### src/rtl/vend_controller.sv
// Coin-operated vending transaction controller: accumulates nickel/dime/quarter
// credit against PRICE, handshakes with the dispenser, then pays change or refunds.
module vend_controller #(
    parameter int PRICE   = 100,
    parameter int TIMEOUT = 1000
) (
    input  logic        clk,
    input  logic        reset_n,
    input  logic        nickel,
    input  logic        dime,
    input  logic        quarter,
    input  logic        cancel,
    input  logic        dispense_ack,
    output logic        dispense_req,
    output logic        change_nickel,
    output logic        change_dime,
    output logic        change_quarter,
    output logic        coin_reject,
    output logic [7:0]  credit,
    output logic [15:0] sale_count,
    output logic        busy
);

    localparam int              TW       = $clog2(TIMEOUT);
    localparam logic [TW-1:0]   TMR_MAX  = TW'(TIMEOUT - 1);
    localparam logic [TW-1:0]   TMR_ONE  = TW'(1);
    localparam logic [TW-1:0]   TMR_ZERO = TW'(0);
    localparam logic [7:0]      PRICE8   = 8'(PRICE);

    typedef enum logic [2:0] {
        ST_IDLE     = 3'd0,
        ST_COLLECT  = 3'd1,
        ST_DISPENSE = 3'd2,
        ST_CHANGE   = 3'd3,
        ST_REFUND   = 3'd4
    } state_t;

    state_t          state_r, state_next_s;
    logic [7:0]      credit_r, credit_next_s;
    logic [15:0]     sale_count_r;
    logic [TW-1:0]   tmr_r, tmr_next_s;
    logic [7:0]      coin_sum_s, credit_sum_s;
    logic            sale_inc_s, reject_s;
    logic            chg_n_s, chg_d_s, chg_q_s;

    assign coin_sum_s   = (nickel  ? 8'd5  : 8'd0)
                        + (dime    ? 8'd10 : 8'd0)
                        + (quarter ? 8'd25 : 8'd0);
    assign credit_sum_s = credit_r + coin_sum_s;
    assign credit       = credit_r;
    assign sale_count   = sale_count_r;

    // Next-state, credit, idle timer and payout coin selection
    always_comb begin
        state_next_s  = state_r;
        credit_next_s = credit_r;
        tmr_next_s    = tmr_r;
        sale_inc_s    = 1'b0;
        reject_s      = 1'b0;
        chg_n_s       = 1'b0;
        chg_d_s       = 1'b0;
        chg_q_s       = 1'b0;
        case (state_r)
            ST_IDLE: begin
                credit_next_s = 8'd0;
                tmr_next_s    = TMR_ZERO;
                if (coin_sum_s != 8'd0) begin
                    credit_next_s = coin_sum_s;
                    state_next_s  = ST_COLLECT;
                end else begin
                    state_next_s  = ST_IDLE;
                end
            end
            ST_COLLECT: begin
                credit_next_s = credit_sum_s;
                if (cancel) begin
                    state_next_s = ST_REFUND;
                end else if (credit_sum_s >= PRICE8) begin
                    state_next_s = ST_DISPENSE;
                end else if (coin_sum_s != 8'd0) begin
                    tmr_next_s   = TMR_ZERO;
                end else if (tmr_r == TMR_MAX) begin
                    state_next_s = ST_REFUND;
                end else begin
                    tmr_next_s   = tmr_r + TMR_ONE;
                end
            end
            ST_DISPENSE: begin
                reject_s = (coin_sum_s != 8'd0);
                if (dispense_ack) begin
                    credit_next_s = credit_r - PRICE8;
                    sale_inc_s    = 1'b1;
                    state_next_s  = (credit_r == PRICE8) ? ST_IDLE : ST_CHANGE;
                end else begin
                    state_next_s  = ST_DISPENSE;
                end
            end
            ST_CHANGE, ST_REFUND: begin
                // Stay until credit is exhausted so busy falls one cycle after the last pulse
                reject_s = (coin_sum_s != 8'd0);
                if (credit_r == 8'd0) begin
                    state_next_s  = ST_IDLE;
                end else if (credit_r >= 8'd25) begin
                    chg_q_s       = 1'b1;
                    credit_next_s = credit_r - 8'd25;
                end else if (credit_r >= 8'd10) begin
                    chg_d_s       = 1'b1;
                    credit_next_s = credit_r - 8'd10;
                end else begin
                    chg_n_s       = 1'b1;
                    credit_next_s = credit_r - 8'd5;
                end
            end
            default: begin
                state_next_s  = ST_IDLE;
                credit_next_s = 8'd0;
                tmr_next_s    = TMR_ZERO;
            end
        endcase
    end

    // State, credit and registered outputs
    always_ff @(posedge clk or negedge reset_n) begin
        if (!reset_n) begin
            state_r        <= ST_IDLE;
            credit_r       <= 8'd0;
            tmr_r          <= TMR_ZERO;
            sale_count_r   <= 16'd0;
            dispense_req   <= 1'b0;
            change_nickel  <= 1'b0;
            change_dime    <= 1'b0;
            change_quarter <= 1'b0;
            coin_reject    <= 1'b0;
            busy           <= 1'b0;
        end else begin
            state_r        <= state_next_s;
            credit_r       <= credit_next_s;
            tmr_r          <= tmr_next_s;
            if (sale_inc_s) begin
                sale_count_r <= sale_count_r + 16'd1;
            end
            dispense_req   <= (state_next_s == ST_DISPENSE);
            change_nickel  <= chg_n_s;
            change_dime    <= chg_d_s;
            change_quarter <= chg_q_s;
            coin_reject    <= reject_s;
            busy           <= (state_next_s != ST_IDLE);
        end
    end

endmodule

### config.mk
export PLATFORM = sky130hd
export DESIGN_NAME = vend_controller
export DESIGN_NICKNAME = d
export VERILOG_FILES = /design/src/rtl/vend_controller.sv
export SDC_FILE = /design/constraint.sdc
export NUM_CORES = 1
export LEC_CHECK = 0
export ABC_AREA = 1
export CAP_MARGIN = 20
export CORE_UTILIZATION = 45
export CTS_CLUSTER_DIAMETER = 150
export DETAILED_ROUTE_END_ITERATION = 8
export DONT_BUFFER_PORTS = 1
export HOLD_SLACK_MARGIN = 0.12
export MAX_ROUTING_LAYER = met4
export PLACE_DENSITY = 0.7
export SYNTH_ARGS = -nofsm -noshare
export SYNTH_HDL_FRONTEND = slang
export SYNTH_SLANG_ARGS = --single-unit
### constraint.sdc
create_clock -name clk -period 2.5 [get_ports clk]
set_input_delay 0.5 -clock clk [delete_from_list [all_inputs] [get_ports clk]]
set_output_delay 0.5 -clock clk [all_outputs]
set_load 0.01 [all_outputs]
==> metrics.log <==
INFO  metric numClockSinks = 43
INFO  metric hold_slack = between 0.4 and 0.5 ns
INFO  metric startpoint = nickel
INFO  metric critical_r2r_capture = busy
INFO  metric drc_errors = 0
INFO  metric portion_of_synthesized_cell_area_occupied_by_the_leading_cell_type = roughly a third
INFO  metric grt_first_pass_wirelength = about 13000 um
INFO  metric report.power.total = between 4 and 5 mW
INFO  metric synth_most_common_cell = sky130_fd_sc_hd__nand2_1
INFO  metric fin_crit_sh = 93.9%
INFO  metric via_count = 3069
INFO  metric first_global_vias = 2965
INFO  metric worst_clock_skew = 0.00754 ns
INFO  metric synth_cell_type_count = 33
INFO  metric routedWlPerCell = 13.1 um
INFO  metric power_frac_clock = 10.8%
INFO  metric die_width = roughly 88 um
INFO  metric synth-seq-cells = 43
INFO  metric chipHeight = 88.2 um
INFO  metric post_synth_main_area_contributors = sky130_fd_sc_hd__dfrtp_1, sky130_fd_sc_hd__nand2_1, sky130_fd_sc_hd__ha_1
INFO  metric yosysWarnings = 0
INFO  metric cp-endpoint = busy
INFO  metric grt_antenna_before_repair = 0
INFO  metric rr_worst_depth = 12
INFO  metric post-route-min-period = roughly 2.3 ns
INFO  metric place.detailed.instances = between 500 and 600
INFO  metric final_util = 54.0%
INFO  metric ant_nets = 0
INFO  metric power_density = between 1000 and 1500 nW/um^2
INFO  metric combPwrFrac = 64.8%
INFO  metric worst_path_fanout_max = 5
INFO  metric max-vdd-ir-drop = ~650 uV
INFO  metric setup.worst_path.start_class = input pin
INFO  metric fin_worst_setup_slack = 0.152 ns
INFO  metric finalSetupViolations = 0
INFO  metric setup-tns-final = 0 ns
INFO  metric critical_path_class = in2reg
INFO  metric crit_path_end_kind = flip-flop
INFO  metric yosys.area.top_type = sky130_fd_sc_hd__dfrtp_1
INFO  metric post_layout_instance_area = 3900 um^2
INFO  metric globalRouteOverflowTotal = 0
INFO  metric top_level_ports = 37
INFO  metric cts_max_path_buffers = 2
INFO  metric tightest_slew = 0.365 ns
INFO  metric drt-pass1-iter-count = 4
INFO  metric run_status = completed
INFO  metric power.share.switching = 50.0%
INFO  metric placedInstanceArea = 3720 um^2
INFO  metric maxCapViolCount = 0
INFO  metric tritoncts = built
INFO  metric internal_power = 2.21 mW
INFO  metric cts-buffers-inserted = 5
INFO  metric num_rows = 31
INFO  metric final-hold-violation-count = 0
INFO  metric synth-edff-count = 0
INFO  metric grt_start_max_net_pins = 44
INFO  metric synthesis.instances = 465
INFO  metric first_iter_violations = between 100 and 150
INFO  metric clk_root_buffer_cell = sky130_fd_sc_hd__clkbuf_8
INFO  metric achievable-frequency = between 400 and 500 MHz
INFO  metric grt_util_all_layers = between 20% and 30%
INFO  metric die_area = 7780 um^2
INFO  metric cts_setup_buffers = 0
INFO  metric maxSlewViolCount = 0
INFO  metric hpwl = 6040 um
INFO  metric power.leakage = 2.04 nW
INFO  metric ys.flop_type = sky130_fd_sc_hd__dfrtp_1
INFO  metric synth_top_cells_by_count = sky130_fd_sc_hd__nand2_1, sky130_fd_sc_hd__inv_1, sky130_fd_sc_hd__nand3_1
INFO  metric cts.htree.levels = 2
INFO  metric area_delta_synth_final = 16.5%
INFO  metric min_path_type = in2reg
INFO  metric final_cell_count_no_fill = 600
INFO  metric grt_setup_unrepaired = yes
INFO  metric ff2ff_setup_slack = 0.28 ns
INFO  metric worst_r2r_startpoint = credit[0]
INFO  metric worst_skew_pair.late_latency = between 0.3 and 0.4 ns
INFO  metric critPathArrivalTime = 2.52 ns
INFO  metric max-slew-margin-rel = 75.7%
INFO  metric gpl.final_weighted_congestion = 0.930
INFO  metric pre_cts_ws = -0.185 ns
INFO  metric synth.avg_cell_area = 7.20 um^2
INFO  metric worst_ep_required_time = roughly 2.7 ns
INFO  metric post_route_cells_drive_above_1_share = 14.4%
INFO  metric initial_core_util = 46.4%
INFO  metric synth_area = 3350 um^2
INFO  metric syn-num-nets = 497
INFO  metric synth_seq_area_share = 32.2%
INFO  metric clkTransAtPathRegs = 0.10 ns
INFO  metric seq_pwr_share = 24.4%
INFO  metric routed_via_density = 5.12
INFO  metric power_switching = 2.21 mW
INFO  metric num_antenna_cells = 0
INFO  metric route.final.wire_length = 7880 um
INFO  metric final_net_count = 532
INFO  metric coreArea = 7210 um^2
INFO  metric ys_async_sr_fraction = 100%
INFO  metric layout.filler_cells = 710
INFO  metric placement.io_buffers = 0
cell type report:
type	count	area, um^2	area share [%]
multi-input combinational	343	2040	52.3
sequential	43	1080	27.6
timing repair buffer	36	300	7.70
inverter	71	267	6.84
tap	99	124	3.18
clock buffer	5	68.8	1.77
clock inverter	3	23.8	0.610
cell families (layout without fill, tap and decap cells):
family | after synthesis | after routing | synth area share, %
AOI/OAI and AO/OA | 63 | 63 | 10.2
and+or+nand+nor | 223 | 223 | 30.6
xor gates and xnor gates | 31 | 31 | 8.12
buffers and inverters | 79 | 115 | 9.01
muxes | 1 | 1 | 0.337
adders and majority gates | 25 | 25 | 9.57
DFF | 43 | 43 | 32.2
critical path: stages:
cell and delay, ns:
sky130_fd_sc_hd__ha_2 0.16, sky130_fd_sc_hd__ha_2 0.18, sky130_fd_sc_hd__nand2_2 0.07, sky130_fd_sc_hd__o21ai_1 0.11
sky130_fd_sc_hd__nand2_1 0.07, sky130_fd_sc_hd__nand2_2 0.07, sky130_fd_sc_hd__inv_1 0.06, sky130_fd_sc_hd__ha_4 0.30
sky130_fd_sc_hd__nand2_1 0.07, sky130_fd_sc_hd__inv_1 0.05, sky130_fd_sc_hd__nand3_1 0.09, sky130_fd_sc_hd__nand2_1 0.07
sky130_fd_sc_hd__nand2_1 0.04, sky130_fd_sc_hd__nand2_1 0.08, sky130_fd_sc_hd__nand3_2 0.09, sky130_fd_sc_hd__nand2_2 0.08
sky130_fd_sc_hd__nand2_1 0.05, sky130_fd_sc_hd__a21oi_1 0.21, sky130_fd_sc_hd__nand3_1 0.15
power groups by stage:
stage | Combinational (mW) | Clock [mW] | Sequential [mW]
2_1_floorplan | 1.89 | 0 | 1.09
3_3_place_gp | 2.68 | 0 | 1.09
3_5_place_dp | 2.72 | 0 | 1.09
4_1_cts | 2.74 | 0.499 | 1.08
5_1_grt | 3.25 | 0.532 | 1.11
6_report | 2.86 | 0.477 | 1.08
placed cells by master (no fill, tap or decap), types with 2 or more instances in the layout:
cell / instances
sky130_fd_sc_hd__o21ai_1: 22
sky130_fd_sc_hd__ha_1: 20
sky130_fd_sc_hd__nor2_1: 35
sky130_fd_sc_hd__nand3_1: 45
sky130_fd_sc_hd__xnor2_1: 8
sky130_fd_sc_hd__clkinvlp_4: 2
sky130_fd_sc_hd__nor2_8: 2
sky130_fd_sc_hd__ha_2: 2
sky130_fd_sc_hd__o22ai_1: 4
sky130_fd_sc_hd__xor2_1: 23
sky130_fd_sc_hd__nor3_4: 2
sky130_fd_sc_hd__nor3_1: 4
sky130_fd_sc_hd__ha_4: 2
sky130_fd_sc_hd__nand2_2: 7
sky130_fd_sc_hd__clkbuf_8: 5
sky130_fd_sc_hd__a21oi_1: 14
sky130_fd_sc_hd__buf_6: 2
sky130_fd_sc_hd__inv_2: 3
sky130_fd_sc_hd__nand2_1: 114
sky130_fd_sc_hd__buf_4: 32
sky130_fd_sc_hd__o21ai_0: 11
sky130_fd_sc_hd__nand3_2: 3
sky130_fd_sc_hd__o211ai_1: 3
sky130_fd_sc_hd__nand4_1: 5
sky130_fd_sc_hd__dfrtp_1: 43
sky130_fd_sc_hd__a31oi_1: 4
sky130_fd_sc_hd__inv_1: 68
sky130_fd_sc_hd__o21a_1: 2
worst min path at each step:
stage,startpoint,to,slack (ns),depth (start not counted)
floorplan,reset_n,busy,0.20,0
global placement,reset_n,tmr_r[5],0.21,0
detailed placement,reset_n,tmr_r[3],0.21,0
CTS,dispense_ack,sale_count[0],0.41,2
global route,dispense_ack,sale_count[0],0.41,2
finish,dispense_ack,sale_count[0],0.42,2
routing by layer:
metal	GRT usage, %	up-vias	wire (um)
li1	-	1562	-
met1	27.1	1432	3490
met2	38.7	67	3940
met3	4.66	8	363
met4	7.18	0	88
met5	-	-	0
state kept, by name (all words and copies together), names as in the netlist:
name and flops:
sale_count 16, tmr_r 10, state_r 3, dispense_req 1, busy 1, change_nickel 1, coin_reject 1, change_quarter 1
credit 8, change_dime 1
repair_timing:
item                                    in CTS  in global routing
gates resized for setup                      0                  9
endpoints found under the setup margin       0                 13
hold buffers                                 2                  0
endpoints found under the hold margin       43                  0
Note: power is estimated with default switching activity, not from simulation.
